==> config.mk <==
export PLATFORM = sky130hd
export DESIGN_NAME = keypad_scan_module_flat
export DESIGN_NICKNAME = d
export VERILOG_FILES = /design/src/rtl/keypad_scan_module_if.sv /design/src/rtl/keypad_scan_module.sv /design/src/flat_wrapper.sv
export SDC_FILE = /design/constraint.sdc
export NUM_CORES = 1
export LEC_CHECK = 0
export CAP_MARGIN = 20
export CORE_MARGIN = 10
export CORE_UTILIZATION = 62
export CTS_CLUSTER_SIZE = 40
export DETAILED_ROUTE_END_ITERATION = 10
export GPL_TIMING_DRIVEN = 0
export PLACE_DENSITY = 0.9
export SYNTH_ARGS = -nofsm -noshare
export SYNTH_HDL_FRONTEND = slang
export SYNTH_SLANG_ARGS = --single-unit
==> constraint.sdc <==
create_clock -name CLK -period 5.4 [get_ports CLK]
set_input_delay 0.54 -clock CLK [delete_from_list [all_inputs] [get_ports CLK]]
set_output_delay 0.54 -clock CLK [all_outputs]
set_load 0.005 [all_outputs]
==> src/rtl/keypad_scan_module_if.sv <==
// Keypad matrix pins and decoded key outputs of the keypad scanner.
// The scanner connects as slave; the set/mode controller and keypad side connect as master.
interface keypad_scan_module_if;
    logic [3:0] KeyRow_In;
    logic [3:0] KeyCol_Out;
    logic [3:0] KeyCode;
    logic       KeyValid;
    logic       KeyHeld;

    modport slave (
        input  KeyRow_In,
        output KeyCol_Out,
        output KeyCode,
        output KeyValid,
        output KeyHeld
    );

    modport master (
        output KeyRow_In,
        input  KeyCol_Out,
        input  KeyCode,
        input  KeyValid,
        input  KeyHeld
    );
endinterface

==> src/rtl/keypad_scan_module.sv <==
// 4x4 active-low keypad scanner: rotating column strobe, per-frame classification,
// frame-based press/release debounce producing a one-cycle KeyValid and a KeyHeld level.
//
//   state      | meaning
//   -----------+---------------------------------------------------------------
//   S_IDLE     | no key accepted, waiting for a single-key frame
//   S_DEBOUNCE | counting consecutive frames showing the same single key (cand)
//   S_PRESSED  | key accepted, KeyHeld high, waiting for an empty frame
//   S_RELEASE  | counting consecutive empty frames before dropping KeyHeld
module keypad_scan_module #(
    parameter int SCAN_DIV       = 200,
    parameter int DEBOUNCE_SCANS = 4
) (
    input  logic                 CLK,
    input  logic                 RSTn,
    keypad_scan_module_if.slave  kp
);

    localparam int              DW         = (SCAN_DIV > 1) ? $clog2(SCAN_DIV) : 1;
    localparam logic [DW-1:0]   DWELL_TC   = DW'(SCAN_DIV - 1);
    localparam logic [4:0]      DEB_TARGET = 5'(DEBOUNCE_SCANS);

    typedef enum logic [1:0] {
        S_IDLE     = 2'd0,
        S_DEBOUNCE = 2'd1,
        S_PRESSED  = 2'd2,
        S_RELEASE  = 2'd3
    } state_t;

    logic [3:0]    row_meta_q;
    logic [3:0]    row_sync_q;

    logic [DW-1:0] dwell_q, dwell_d;
    logic [1:0]    col_q, col_d;
    logic [3:0]    col_out_q, col_out_d;
    logic          dwell_tc;
    logic          frame_end;

    logic [3:0]    row_act;
    logic [2:0]    row_cnt;
    logic [1:0]    row_idx;
    logic [1:0]    hits_q, hits_d;
    logic [3:0]    fcode_q, fcode_d;
    logic [2:0]    hits_sum;
    logic          frame_none;
    logic          frame_single;
    logic [3:0]    frame_code;

    state_t        state_q, state_d;
    logic [3:0]    dcnt_q, dcnt_d;
    logic [4:0]    dcnt_inc;
    logic [3:0]    cand_q, cand_d;

    logic [3:0]    key_code_q, key_code_d;
    logic          key_valid_q, key_valid_d;
    logic          key_held_q, key_held_d;

    // Rows come straight from the keypad pins and are asynchronous to CLK.
    always_ff @(posedge CLK or negedge RSTn) begin
        if (!RSTn) begin
            row_meta_q <= 4'b1111;
            row_sync_q <= 4'b1111;
        end else begin
            row_meta_q <= kp.KeyRow_In;
            row_sync_q <= row_meta_q;
        end
    end

    assign dwell_tc  = (dwell_q == DWELL_TC);
    assign frame_end = dwell_tc && (col_q == 2'd3);

    always_comb begin
        dwell_d   = dwell_tc ? '0 : dwell_q + DW'(1);
        col_d     = dwell_tc ? col_q + 2'd1 : col_q;
        col_out_d = ~(4'b1000 >> col_d);
    end

    // Strobe is registered so the pins never glitch while the index changes.
    always_ff @(posedge CLK or negedge RSTn) begin
        if (!RSTn) begin
            dwell_q   <= '0;
            col_q     <= 2'd0;
            col_out_q <= 4'b0111;
        end else begin
            dwell_q   <= dwell_d;
            col_q     <= col_d;
            col_out_q <= col_out_d;
        end
    end

    assign row_act = ~row_sync_q;
    assign row_cnt = 3'($countones(row_act));

    always_comb begin
        row_idx = 2'd0;
        for (int r = 0; r < 4; r++) begin
            if (row_act[r]) row_idx = 2'(r);
        end
    end

    // Hit count saturates at 2: only none / one / many matters to the classifier.
    assign hits_sum     = {1'b0, hits_q} + row_cnt;
    assign frame_none   = (hits_sum == 3'd0);
    assign frame_single = (hits_sum == 3'd1);
    assign frame_code   = (row_cnt == 3'd1) ? {col_q, row_idx} : fcode_q;

    always_comb begin
        hits_d  = hits_q;
        fcode_d = fcode_q;
        if (dwell_tc) begin
            if (col_q == 2'd3) begin
                hits_d  = 2'd0;
                fcode_d = 4'd0;
            end else begin
                hits_d  = (hits_sum >= 3'd2) ? 2'd2 : hits_sum[1:0];
                fcode_d = frame_code;
            end
        end
    end

    always_ff @(posedge CLK or negedge RSTn) begin
        if (!RSTn) begin
            hits_q  <= 2'd0;
            fcode_q <= 4'd0;
        end else begin
            hits_q  <= hits_d;
            fcode_q <= fcode_d;
        end
    end

    always_ff @(posedge CLK or negedge RSTn) begin
        if (!RSTn) begin
            state_q     <= S_IDLE;
            dcnt_q      <= 4'd0;
            cand_q      <= 4'd0;
            key_code_q  <= 4'd0;
            key_valid_q <= 1'b0;
            key_held_q  <= 1'b0;
        end else begin
            state_q     <= state_d;
            dcnt_q      <= dcnt_d;
            cand_q      <= cand_d;
            key_code_q  <= key_code_d;
            key_valid_q <= key_valid_d;
            key_held_q  <= key_held_d;
        end
    end

    assign dcnt_inc = {1'b0, dcnt_q} + 5'd1;

    always_comb begin
        state_d = state_q;
        dcnt_d  = dcnt_q;
        cand_d  = cand_q;
        if (frame_end) begin
            case (state_q)
                S_IDLE: begin
                    if (frame_single) begin
                        state_d = S_DEBOUNCE;
                        cand_d  = frame_code;
                        dcnt_d  = 4'd1;
                    end
                end
                S_DEBOUNCE: begin
                    if (frame_single && (frame_code == cand_q)) begin
                        if (dcnt_inc == DEB_TARGET) begin
                            state_d = S_PRESSED;
                            dcnt_d  = 4'd0;
                        end else begin
                            dcnt_d  = dcnt_inc[3:0];
                        end
                    end else if (frame_single) begin
                        cand_d  = frame_code;
                        dcnt_d  = 4'd1;
                    end else begin
                        state_d = S_IDLE;
                        dcnt_d  = 4'd0;
                    end
                end
                S_PRESSED: begin
                    if (frame_none) begin
                        state_d = S_RELEASE;
                        dcnt_d  = 4'd1;
                    end
                end
                S_RELEASE: begin
                    if (!frame_none) begin
                        state_d = S_PRESSED;
                        dcnt_d  = 4'd0;
                    end else if (dcnt_inc == DEB_TARGET) begin
                        state_d = S_IDLE;
                        dcnt_d  = 4'd0;
                    end else begin
                        dcnt_d  = dcnt_inc[3:0];
                    end
                end
                default: begin
                    state_d = S_IDLE;
                    dcnt_d  = 4'd0;
                end
            endcase
        end
    end

    // Outputs follow the accept / release transitions only; returning from
    // RELEASE to PRESSED leaves them untouched, so a press never re-fires.
    always_comb begin
        key_valid_d = 1'b0;
        key_held_d  = key_held_q;
        key_code_d  = key_code_q;
        if (state_q == S_DEBOUNCE && state_d == S_PRESSED) begin
            key_valid_d = 1'b1;
            key_held_d  = 1'b1;
            key_code_d  = cand_q;
        end else if (state_q == S_RELEASE && state_d == S_IDLE) begin
            key_held_d  = 1'b0;
        end
    end

    assign kp.KeyCol_Out = col_out_q;
    assign kp.KeyCode    = key_code_q;
    assign kp.KeyValid   = key_valid_q;
    assign kp.KeyHeld    = key_held_q;

endmodule
==> src/flat_wrapper.sv <==
// flat-port wrapper written by rule: the top's interface ports become plain ports
module keypad_scan_module_flat 
#(
    parameter int SCAN_DIV       = 200,
    parameter int DEBOUNCE_SCANS = 4
)
  (CLK, RSTn, kp_KeyRow_In, kp_KeyCol_Out, kp_KeyCode, kp_KeyValid, kp_KeyHeld);
  keypad_scan_module_if kp_i ();
  input  logic CLK;
  input  logic RSTn;
  input wire logic [$bits(kp_i.KeyRow_In)-1:0] kp_KeyRow_In;
  output wire logic [$bits(kp_i.KeyCol_Out)-1:0] kp_KeyCol_Out;
  output wire logic [$bits(kp_i.KeyCode)-1:0] kp_KeyCode;
  output wire logic [$bits(kp_i.KeyValid)-1:0] kp_KeyValid;
  output wire logic [$bits(kp_i.KeyHeld)-1:0] kp_KeyHeld;
  assign kp_i.KeyRow_In = kp_KeyRow_In;
  assign kp_KeyCol_Out = kp_i.KeyCol_Out;
  assign kp_KeyCode = kp_i.KeyCode;
  assign kp_KeyValid = kp_i.KeyValid;
  assign kp_KeyHeld = kp_i.KeyHeld;
  keypad_scan_module #(.SCAN_DIV(SCAN_DIV), .DEBOUNCE_SCANS(DEBOUNCE_SCANS)) u_core (.CLK(CLK), .RSTn(RSTn), .kp(kp_i));
endmodule
### Yosys cells after proc, flatten, opt, wreduce, memory -nomap -nowiden

Cells that the tools add are included.

* output and inout port bits: 10
* bits in registers: 44
* word-level logic and storage cells: 79
* input port bits: 6

* reduce and logical (&&, ||, !) cells: 11
* shift operators: 1
* $lt $le $gt $ge: 1
* multiplexer cells: 31
* bitwise gates (word level): 2
* eq/ne operators: 13
* $add $sub $neg: 7

Operators by type and width (count)
* 4-bit two-way mux: 9
* 2-bit two-way mux: 13
* 4-bit case mux with 4 select lines: 1
* 8-bit by 1-bit adder with 8-bit output, second input constant: 1
* 2-bit equality test, second input constant: 4
* 8-bit equality test, second input constant: 1
* 8-bit two-way mux: 1
* 4-bit inverter: 2
* 2-bit case mux with 4 select lines: 1
* 4-bit case mux with 2 select lines: 1
* 3-bit by 1-bit equality test with 1-bit output, second input constant: 2
* 3-bit AND reduction: 2
* 4-bit by 1-bit adder with 5-bit output, second input constant: 1
* 5-bit by 3-bit equality test with 1-bit output, second input constant: 1
* 1-bit two-way mux: 5
* 1-bit by 1-bit adder with 2-bit output: 2
* 4-bit equality test: 1
* 1-bit logical AND: 4
* 2-bit logical NOT: 2
* 2-bit by 1-bit != test with 1-bit output, second input constant: 2
* 2-bit nonzero test: 2
* 4-bit by 2-bit right shift with 4-bit output, first input constant: 1
* 2-bit by 3-bit adder with 3-bit output: 1
* 3-bit adder: 1
* 5 further kinds: 5

### Depth between registers and ports, before layout

Gate-level depths: netlist of run 1.

* depth after elaboration: 14
* depth in mapped cells: 11

### Worst setup path before layout of run 1

OpenSTA, ideal clock, no wires.

* kind: reg2reg
* start point: register u_core.row_sync_q[2]
* end point: register u_core.key_code_q[0], in the netlist u_core.kp.KeyCode[0]
* setup time: 0.125 ns
* data arrival time: 3.408 ns
* stages on the path, launching flop included: 11
* clock period less this slack: 3.533 ns
* slack: 1.867 ns
* buffers on the path: 0
* cells stage by stage: dfstp_2 inv_1 ha_1 ha_1 fa_1 fa_1 xor2_1 nor4b_2 nand2_1 nor4_4 mux2_4

* cells in the longest elaborated chain, start to end: 12
* elaborated cells between the ends (all ways): 21

RTL lines
* start: declaration: line keypad_scan_module.sv:31 `logic [3:0] row_sync_q;`
* start signal: assignment: line keypad_scan_module.sv:65 `row_sync_q <= row_meta_q;`
* 4-bit inverter *: line keypad_scan_module.sv:91 `assign row_act = ~row_sync_q;`
* branches (longest 7 deep; another with 3-bit adder)
* 2-bit case mux with 4 select lines *: line keypad_scan_module.sv:156 `case (state_q)`
* 2-bit two-way mux *: line keypad_scan_module.sv:155 `if (frame_end) begin`
* 2-bit equality test *: line keypad_scan_module.sv:211 `if (state_q == S_DEBOUNCE && state_d == S_PRESSED) begin`
* 1-bit logical AND *: line keypad_scan_module.sv:211
* end signal: assignment: line keypad_scan_module.sv:143 `key_code_q <= key_code_d;`
* end: declaration: line keypad_scan_module.sv:54 `logic [3:0] key_code_q, key_code_d;`

Mark *: on every way between the ends.
A chain may end at the register's enable or synchronous reset.

### Worst setup path in the final report of run 1

Ends and elaborated chain as after synthesis.

==> flow_summary_export.csv, run 1 <==
group,metric,value,unit
logic_synthesis,synth_top_area_share,0.379,
logic_synthesis,async_flop_share,1.00,
layout,seqCellArea,1110,um2
logic_synthesis,synth_area,2180,um2
timing,fin_skew,0.00931,ns
worst_setup_path,end_kind,"flip-flop",
die,fp-row-count,21,
worst_setup_path,path_max_fanout,7,
cts,cts_setup_buffers,0,
timing,slew_headroom,0.537,
timing,rsz0062_at_grt,"false",
logic_synthesis,syn_area_per_cell,11.2,um2
global_routing,grt_remaining_overflow,0,
layout,area_growth,13.9,%
worst_hold_path,hold_path_class,"input port to asynchronous set/reset pin",
logic_synthesis,seq_area_frac_synth,0.511,
layout,final_common_cell,"dfrtp_1",
die,core,3360,um2
layout,final_util,0.738,
detailed_routing,postRouteAntennaNets,0,
layout,antenna_cells,0,
die,die-width,79.3,um
timing,drv_slew,0,
layout,fin_nets,233,
cts,cts.sinks,44,
timing,timing.final.ws_setup,1.56,ns
detailed_routing,vias_per_cell,5.70,
worst_setup_path,crit_required,5.66,ns
timing,max_freq,260,MHz
global_routing,track_usage,0.142,
cts,clockBufferDepth,2,
detailed_routing,wl,4120,um
global_routing,antenna_found_initial,0,
timing,worstMarginPinSlew,0.689,ns
place,place.port_buffers,15,
cts,clock_latency,0.36,ns
cts,root_buffer,"clkbuf_4",
detailed_routing,highest_layer,"met4",
layout,final_area,2480,um2
worst_setup_path,critical_path_arrival,4.11,ns
die,die_area,6290,um2
cts,cts_buffers,5,
place,dp_cells,256,
detailed_routing,wl_per_cell,15.6,um
logic_synthesis,syn_inst,194,
layout,instances_no_fill,264,
cts,cts_tree,"done",
detailed_routing,drc,0,
power_and_ir_drop,p_leak,1.12,nW
power_and_ir_drop,ir_drop,186,uV
place,place_congestion,0.876,
global_routing,grt_pass1_vias,1562,
layout,layout_common_cells,"dfrtp_1, nand2_1, nor2_1, clkdlybuf4s50_1, dfstp_2",
detailed_routing,routedLengthMet1,1850,um
global_routing,grt_max_degree,33,
logic_synthesis,synth.area.top_cells,"dfrtp_1, dfstp_2, ha_1",
worst_setup_path,regToRegSetupSlack,1.56,ns
place,pre_cts_ws,1.55,ns
outcome,status,"finished clean",
die,start_util,0.648,
logic_synthesis,yosys_warnings,0,
detailed_routing,vias,1504,
layout,fillCellCount,250,
cts,postCtsHoldBufs,0,
worst_setup_path,worstSetupPathType,"flip-flop to flip-flop",
timing,hold_violations,0,
cts,htree_levels,2,
logic_synthesis,dominantRegCellSynth,"dfrtp_1",
die,ios,16,
global_routing,grt_pass1_wl,7270,um
worst_setup_path,critPathLaunchType,"flip-flop",
timing,setup-tns-final,0,ns
detailed_routing,wl_met3,248,um
logic_synthesis,synth_edf_count,0,
layout,drive_gt1_frac,0.165,
detailed_routing,dr.pass1.iters,4,
cts,clk_pin_slew,0.13,ns
run,cap_viol_max_count,0,
cts,post_cts_resized,0,
logic_synthesis,synth_top_area_cell,"dfrtp_1",
timing,setup_violations,0,
power_and_ir_drop,power_density,248,nW/um2
logic_synthesis,ys_ff_latch,44,
detailed_routing,drtIter0Drc,149,
timing,period_minus_slack,3.84,ns
die,fp.dieH,79.3,um
logic_synthesis,yosys.cell_types.count,48,
layout,multi_input_area,1000,um2
place,post_dp_cell_area,2400,um2
detailed_routing,wl_met2,1950,um
timing,fin_crit_sh,0.712,
place,dpl.hpwl,3070,um
logic_synthesis,synthesis.nets,210,
[metal layers]
| layer | up-vias | global-route usage |
|---|---|---|
| li1 | 727 | - |
| met1 | 732 | 0.176 |
| met2 | 36 | 0.219 |
| met3 | 9 | 0.0518 |
| met4 | 0 | 0.0573 |
| met5 | - | 0 |
[state kept, by name (all words and copies together), names as in the netlist, 2 cells and up]
signal                flops
u_core.dwell_q            8
u_core.cand_q             4
u_core.dcnt_q             4
u_core.fcode_q            4
u_core.kp.KeyCode         4
u_core.kp.KeyCol_Out      4
u_core.row_meta_q         4
u_core.row_sync_q         4
u_core.col_q              2
u_core.hits_q             2
u_core.state_q            2
[cells by family (layout without fill, tap and decap cells)]
family / after synthesis / count (layout) / synth area share
compound gates: 37 / 37 / 0.123
xor+xnor: 13 / 13 / 0.0522
simple gates: 65 / 65 / 0.165
mux: 10 / 10 / 0.0557
flops: 44 / 44 / 0.511
fa+ha+maj: 10 / 10 / 0.0643
buf+inv: 15 / 39 / 0.0293
[final timing paths]
check / startpoint / to / cells past startpoint
worst max-delay path: u_core.row_sync_q[2]$_DFF_PN1_ / u_core.kp.KeyCode[0]$_DFFE_PN0P_ / 10
worst min-delay path: RSTn / u_core.kp.KeyCode[0]$_DFFE_PN0P_ / 1
worst max register to register: u_core.row_sync_q[2]$_DFF_PN1_ / u_core.kp.KeyCode[0]$_DFFE_PN0P_ / 10
worst min register to register: u_core.row_meta_q[0]$_DFF_PN1_ / u_core.row_sync_q[0]$_DFF_PN1_ / 0
max in group asynchronous: RSTn / u_core.kp.KeyCol_Out[2]$_DFF_PN1_ / 2
min in group CLK: u_core.row_meta_q[0]$_DFF_PN1_ / u_core.row_sync_q[0]$_DFF_PN1_ / 0
[per-stage QoR]
stage	hold WS (ns)	total power [W]
floorplan	0.244	0.000392
global placement	0.345	0.000411
detailed placement	0.347	0.000415
CTS	0.0451	0.000622
global route	0.0510	0.000642
finish	0.0532	0.000616
[synth_stat cells (2+ instances only)]
library cell  number
xor2_1             5
nand4_1            3
nand2b_1           4
xnor2_1            8
nand2_1           23
nor4_4             2
nor3b_1            2
mux2i_1            5
nand3_1            6
a22o_1             2
a22oi_1            3
a31oi_1            2
a21oi_1            5
o21ai_0           10
mux2_4             4
ha_1               8
clkbuf_1           4
fa_1               2
nor3_1             4
inv_1              9
dfstp_2           11
nor2_1            14
dfrtp_1           33
[report_power, final]
part / internal [W] / total [W] / switching, W
combinational: 0.0000288 / 0.0000727 / 0.0000439
clock: 0.0000965 / 0.000206 / 0.000110
sequential: 0.000335 / 0.000337 / 0.00000161
[critical path: stages, from the launching register on]
cell     delay [ns]
dfstp_2        0.58
inv_1          0.05
ha_1           0.29
ha_1           0.21
fa_1           0.52
fa_1           0.46
xor2_1         0.18
nor4b_2        0.35
nand2_1        0.19
nor4_4         0.57
mux2_4         0.35
[layout make-up]
type,instances,area share
Sequential cell,44,0.449
Multi-Input combinational cell,135,0.404
Timing Repair Buffer,16,0.0665
Tap cell,46,0.0232
Clock inverter,3,0.0171
Clock buffer,5,0.0151
Inverter,10,0.0151
Buffer,5,0.0106
Power figures use the tool's default switching activity.
==> run 2, diff against run 1 <==
Settings changed: CORE_UTILIZATION 62 to 58, PLACE_DENSITY 0.9 to 0.85.
Clock period 5.4 ns to 3.85 ns, I/O delays scaled along.
==> run 2 against run 1 <==
Cell area increased by 2.4%. Via count is 0.47% lower. Core utilization decreased by 4.4 points. Total power grew 54%. Hold slack gained 0.0099 ns. Die area grew 5.1%. Largest power group unchanged.
==> flow_summary_export.csv, run 2 (same netlist as run 1, synthesis figures left out) <==
group,metric,value,unit
outcome,status,"finished clean",
cts,clockBufferDepth,2,
layout,instances_no_fill,267,
power_and_ir_drop,p_switching,0.000223,W
timing,hold_violations,0,
timing,max_freq,267,MHz
cts,clk_pin_slew,0.08,ns
timing,setup_violations,0,
timing,whs,0.0631,ns
cts,clock_latency,0.31,ns
place,place.port_buffers,15,
die,fp-row-count,22,
layout,antenna_cells,0,
detailed_routing,drc,0,
timing,rsz0062_at_grt,"false",
layout,drive_gt1_frac,0.169,
worst_hold_path,hold_path_class,"input port to asynchronous set/reset pin",
timing,setup-tns-final,0,ns
detailed_routing,vias_per_cell,5.61,
detailed_routing,vias,1497,
detailed_routing,drtIter0Drc,83,
global_routing,track_usage,0.134,
worst_setup_path,timing.rr.end,"u_core.kp.KeyCode[3]$_DFFE_PN0P_",
die,die-width,81.3,um
worst_setup_path,regToRegSetupSlack,0.11,ns
place,dp_cells,258,
power_and_ir_drop,intPower,0.000723,W
run,cap_viol_max_count,0,
power_and_ir_drop,power.total,0.000946,W
timing,fin_crit_sh,0.972,
cts,root_buffer,"clkbuf_8",
cts,cts.sinks,44,
global_routing,grt_pass1_wl,6830,um
timing,slew_headroom,0.478,
die,die_area,6610,um2
layout,regMostFlops,"u_core.dwell_q",
detailed_routing,postRouteAntennaNets,0,
timing,period_minus_slack,3.74,ns
detailed_routing,dr.pass1.iters,4,
worst_setup_path,worstRegToRegCells,11,
global_routing,grt_pass1_vias,1463,
cts,postCtsHoldBufs,0,
place,dpl.hpwl,2710,um
global_routing,antenna_found_initial,0,
power_and_ir_drop,swShare,0.236,
cts,htree_levels,2,
die,core,3660,um2
layout,largest_reg_flops,8,
layout,area_growth,16.6,%
power_and_ir_drop,combPwrFrac,0.108,
worst_setup_path,rr_startpoint,"u_core.row_sync_q[2]$_DFF_PN1_",
die,ios,16,
die,start_util,0.596,
worst_setup_path,crit_required,4.04,ns
worst_setup_path,critical_path_arrival,3.93,ns
layout,final_common_cell,"dfrtp_1",
timing,drv_slew,0,
layout,layout_common_cells,"dfrtp_1, nand2_1, nor2_1, clkdlybuf4s50_1, dfstp_2",
detailed_routing,wl,3910,um
global_routing,grt_remaining_overflow,0,
worst_setup_path,path_max_fanout,7,
power_and_ir_drop,p_leak,1.15,nW
power_and_ir_drop,power_frac_clock,0.393,
place,place_congestion,0.831,
worst_setup_path,critPathLaunchType,"flip-flop",
global_routing,grt_max_degree,24,
power_and_ir_drop,power_density,372,nW/um2
detailed_routing,wl_per_cell,14.6,um
layout,fin_nets,234,
worst_setup_path,end_kind,"flip-flop",
worst_setup_path,worstSetupPathType,"flip-flop to flip-flop",
power_and_ir_drop,ir_drop,309,uV
power_and_ir_drop,pwr-share-seq,0.499,
die,fp.dieH,81.3,um
cts,cts_tree,"done",
timing,fin_skew,0.00910,ns
cts,cts_buffers,5,
timing,worstMarginPinSlew,0.776,ns
==> run 2: cell count changes in the layout (fill, tap and decap cells not counted), sizes merged <==
cell      change
buf           +1
clkinvlp      -1
clkbuf        +1
==> run 2: area by class of cell <==
type                       instances  area (um2)
multi-input combinational        135        1000
inverter                          10        37.5
sequential                        44        1110
timing repair buffer              17         180
buffer                             5        26.3
tap                               48        60.1
clock buffer                       6        82.6
fill                             267        1120
clock inverter                     2        38.8
==> run 2: power by group through the flow <==
stage                     combinational [W]  sequential [W]  clock, W
after floorplan                   0.0000699        0.000480         0
after global placement            0.0000963        0.000480         0
after detailed placement           0.000101        0.000480         0
after CTS                          0.000103        0.000472  0.000378
after global routing               0.000114        0.000472  0.000396
final                              0.000102        0.000471  0.000372
==> run 2: worst max path at each step <==
stage	startpoint	end	slack, ns	cells past startpoint
after floorplan	u_core.row_sync_q[2]$_DFF_PN1_	u_core.kp.KeyCode[0]$_DFFE_PN0P_	0.32	10
after global placement	u_core.row_sync_q[2]$_DFF_PN1_	u_core.kp.KeyCode[2]$_DFFE_PN0P_	0.11	10
after detailed placement	u_core.row_sync_q[2]$_DFF_PN1_	u_core.kp.KeyCode[3]$_DFFE_PN0P_	0.07	10
after CTS	u_core.row_sync_q[2]$_DFF_PN1_	u_core.kp.KeyCode[3]$_DFFE_PN0P_	0.10	10
after global routing	u_core.row_sync_q[2]$_DFF_PN1_	u_core.kp.KeyCode[3]$_DFFE_PN0P_	0.01	11
final	u_core.row_sync_q[2]$_DFF_PN1_	u_core.kp.KeyCode[3]$_DFFE_PN0P_	0.11	11
==> run 2: per-stage QoR <==
step	worst slack, ns	util	area (um2)
after CTS	0.105	0.692	2530
after global placement	0.109	0.653	2390
after global routing	0.0112	0.694	2540
after floorplan	0.317	-	2180
final	0.109	0.694	2540
after detailed placement	0.0651	0.659	2410
==> run 2: timing repair <==
action	in CTS	in global routing
pin swaps	1	1
setup buffers	0	1
setup endpoints to repair	4	4
resized for setup	0	0
==> run 2: layer usage <==
metal	track usage	up-vias	wire length [um]	part of all wire
met2	0.205	31	1810	0.46
met3	0.0309	8	212	0.054
met4	0.0848	0	118	0.030
met5	0	-	0	0
li1	-	729	-	-
met1	0.166	729	1760	0.45
==> run 2: worst max-delay path: stages (launching register included) <==
cell and delay (ns):
dfstp_2 0.55, inv_1 0.05, ha_1 0.29, ha_1 0.21, fa_1 0.52, fa_1 0.46
xor2_1 0.18, nor4b_2 0.36, nand2_1 0.21, nor4_4 0.29, buf_4 0.20, mux2_4 0.31
==> run 3, diff against run 2 <==
Settings changed: SETUP_SLACK_MARGIN set to 0.05.
==> run 3 against run 2 <==
Core utilization rose by 0.38 points. Sequential power barely moved. Total power rose by 0.55%. Final cell count rose by 0.37%. Via count rose by 0.20%. Setup slack improved by 0.063 ns. Sequential share of layout area fell by 0.24 points. Hold slack improved by 0.0024 ns. Largest cell class unchanged. Die area did not move.
==> flow_summary_export.csv, run 3 (same netlist as run 1, synthesis figures left out) <==
group,metric,value,unit
outcome,status,"finished clean",
detailed_routing,drtIter0Drc,84,
timing,slew_headroom,0.479,
cts,cts_tree,"done",
layout,layout_common_cells,"dfrtp_1, nand2_1, nor2_1, clkdlybuf4s50_1, dfstp_2",
layout,antenna_cells,0,
layout,area_growth,17.2,%
die,die-width,81.3,um
die,die_area,6610,um2
power_and_ir_drop,ir_drop,308,uV
detailed_routing,vias_per_cell,5.60,
global_routing,grt_pass1_wl,6830,um
place,place.port_buffers,15,
layout,regMostFlops,"u_core.dwell_q",
worst_setup_path,critical_path.top_delay_family,"adder cells",
global_routing,grt_pass1_vias,1463,
layout,largest_reg_flops,8,
timing,setup_violations,0,
timing,period_minus_slack,3.68,ns
layout,drive_gt1_frac,0.177,
worst_setup_path,cp_common_cell,"ha_1",
detailed_routing,vias,1500,
place,place_congestion,0.831,
die,ios,16,
worst_setup_path,crit_required,4.03,ns
worst_setup_path,end_kind,"flip-flop",
timing,setup-tns-final,0,ns
die,fp.dieH,81.3,um
worst_setup_path,path_max_fanout,7,
layout,fin_nets,235,
timing,drv_slew,0,
timing,fin_crit_sh,0.955,
global_routing,grt_max_degree,24,
worst_setup_path,worstSetupPathType,"flip-flop to flip-flop",
detailed_routing,wl,3980,um
global_routing,antenna_found_initial,0,
cts,root_buffer,"clkbuf_8",
place,dpl.hpwl,2710,um
power_and_ir_drop,power_density,372,nW/um2
worst_setup_path,critPathLaunchType,"flip-flop",
worst_setup_path,crit_chain,"inv_1, ha_1, ha_1, fa_2, fa_1, xor2_1, nor4b_2, nand2_1, nor4_4, buf_6, mux2_4",
timing,fin_skew,0.0118,ns
detailed_routing,dr.pass1.iters,4,
layout,final_common_cell,"dfrtp_1",
global_routing,grt_remaining_overflow,0,
run,cap_viol_max_count,0,
die,start_util,0.596,
detailed_routing,postRouteAntennaNets,0,
timing,rsz0062_at_grt,"false",
die,fp-row-count,22,
timing,max_freq,272,MHz
detailed_routing,wl_per_cell,14.8,um
worst_setup_path,slowest_stage,"dfstp_2",
die,core,3660,um2
detailed_routing,drc,0,
worst_setup_path,cp.buffers_inverters,2,
worst_hold_path,hold_path_class,"input port to asynchronous set/reset pin",
cts,cts_buffers,5,
cts,clk_pin_slew,0.08,ns
cts,clockBufferDepth,2,
cts,htree_levels,2,
worst_setup_path,regToRegSetupSlack,0.17,ns
timing,hold_violations,0,
power_and_ir_drop,p_leak,1.16,nW
cts,clock_latency,0.31,ns
layout,instances_no_fill,268,
worst_setup_path,critical_path_arrival,3.86,ns
cts,cts.sinks,44,
timing,worstMarginPinSlew,0.776,ns
place,dp_cells,258,
global_routing,track_usage,0.134,
worst_setup_path,worst_path_largest_cell_delay,0.55,ns
==> run 3: cell count changes in the layout (fill, tap and decap cells not counted), sizes merged <==
cell	delta
buf	+1
==> run 3: metal layers <==
| metal | GRT usage | share of wire | vias to the layer above |
|---|---|---|---|
| met5 | 0 | 0 | - |
| met4 | 0.0848 | 0.029 | 0 |
| met3 | 0.0309 | 0.051 | 8 |
| met2 | 0.205 | 0.47 | 27 |
| met1 | 0.166 | 0.45 | 734 |
| li1 | - | - | 731 |
==> run 3: path summary, 6_finish.rpt <==
path,cells after the start,startpoint,end
worst max-delay path,11,u_core.row_sync_q[2]$_DFF_PN1_,u_core.kp.KeyCode[3]$_DFFE_PN0P_
worst min-delay path,1,RSTn,u_core.fcode_q[1]$_DFFE_PN0N_
worst max register to register,11,u_core.row_sync_q[2]$_DFF_PN1_,u_core.kp.KeyCode[3]$_DFFE_PN0P_
worst min register to register,0,u_core.row_meta_q[2]$_DFF_PN1_,u_core.row_sync_q[2]$_DFF_PN1_
max in group asynchronous,2,RSTn,u_core.row_meta_q[3]$_DFF_PN1_
min in group CLK,0,u_core.row_meta_q[2]$_DFF_PN1_,u_core.row_sync_q[2]$_DFF_PN1_
==> run 3: power breakdown <==
group | switching, W | leakage, nW | internal [W]
Sequential | 0.00000191 | 0.562 | 0.000470
Clock | 0.000161 | 0.0614 | 0.000212
Combinational | 0.0000617 | 0.531 | 0.0000441
Total | 0.000225 | 1.16 | 0.000726
==> run 3: what timing repair did <==
action                                  4_1_cts  5_1_grt
buffers inserted                              0        2
endpoints found under the setup margin        4        4
resized for setup                             0        2
hold buffers                                  0        0
pin swaps                                     1        3
==> run 3: area by class of cell <==
class | count | area (um2)
clock inverter | 2 | 38.8
timing repair buffer | 18 | 191
tap | 48 | 60.1
inverter | 10 | 37.5
clock buffer | 6 | 82.6
multi-input combinational | 135 | 1000
buffer | 5 | 26.3
sequential | 44 | 1110
fill | 263 | 1100
==> run 3: metrics by stage <==
step	utilization	worst slack (ns)	total power, W	instance area [um2]	hold WS, ns
finish	0.698	0.173	0.000951	2560	0.0655
global route	0.698	0.0575	0.000986	2560	0.106
CTS	0.692	0.105	0.000953	2530	0.0718
detailed placement	0.659	0.0651	0.000582	2410	0.347
global placement	0.653	0.109	0.000576	2390	0.346
floorplan	-	0.317	0.000550	2180	0.0894
==> run 3: worst reg2reg max path: cells and delay by family (launching register included) <==
kind,cells,cell delay (ns)
xor gates and xnor gates,1,0.18
adders and majority gates,4,1.43
buffers and inverters,2,0.22
DFF,1,0.55
muxes,1,0.31
and+or+nand+nor,3,0.88
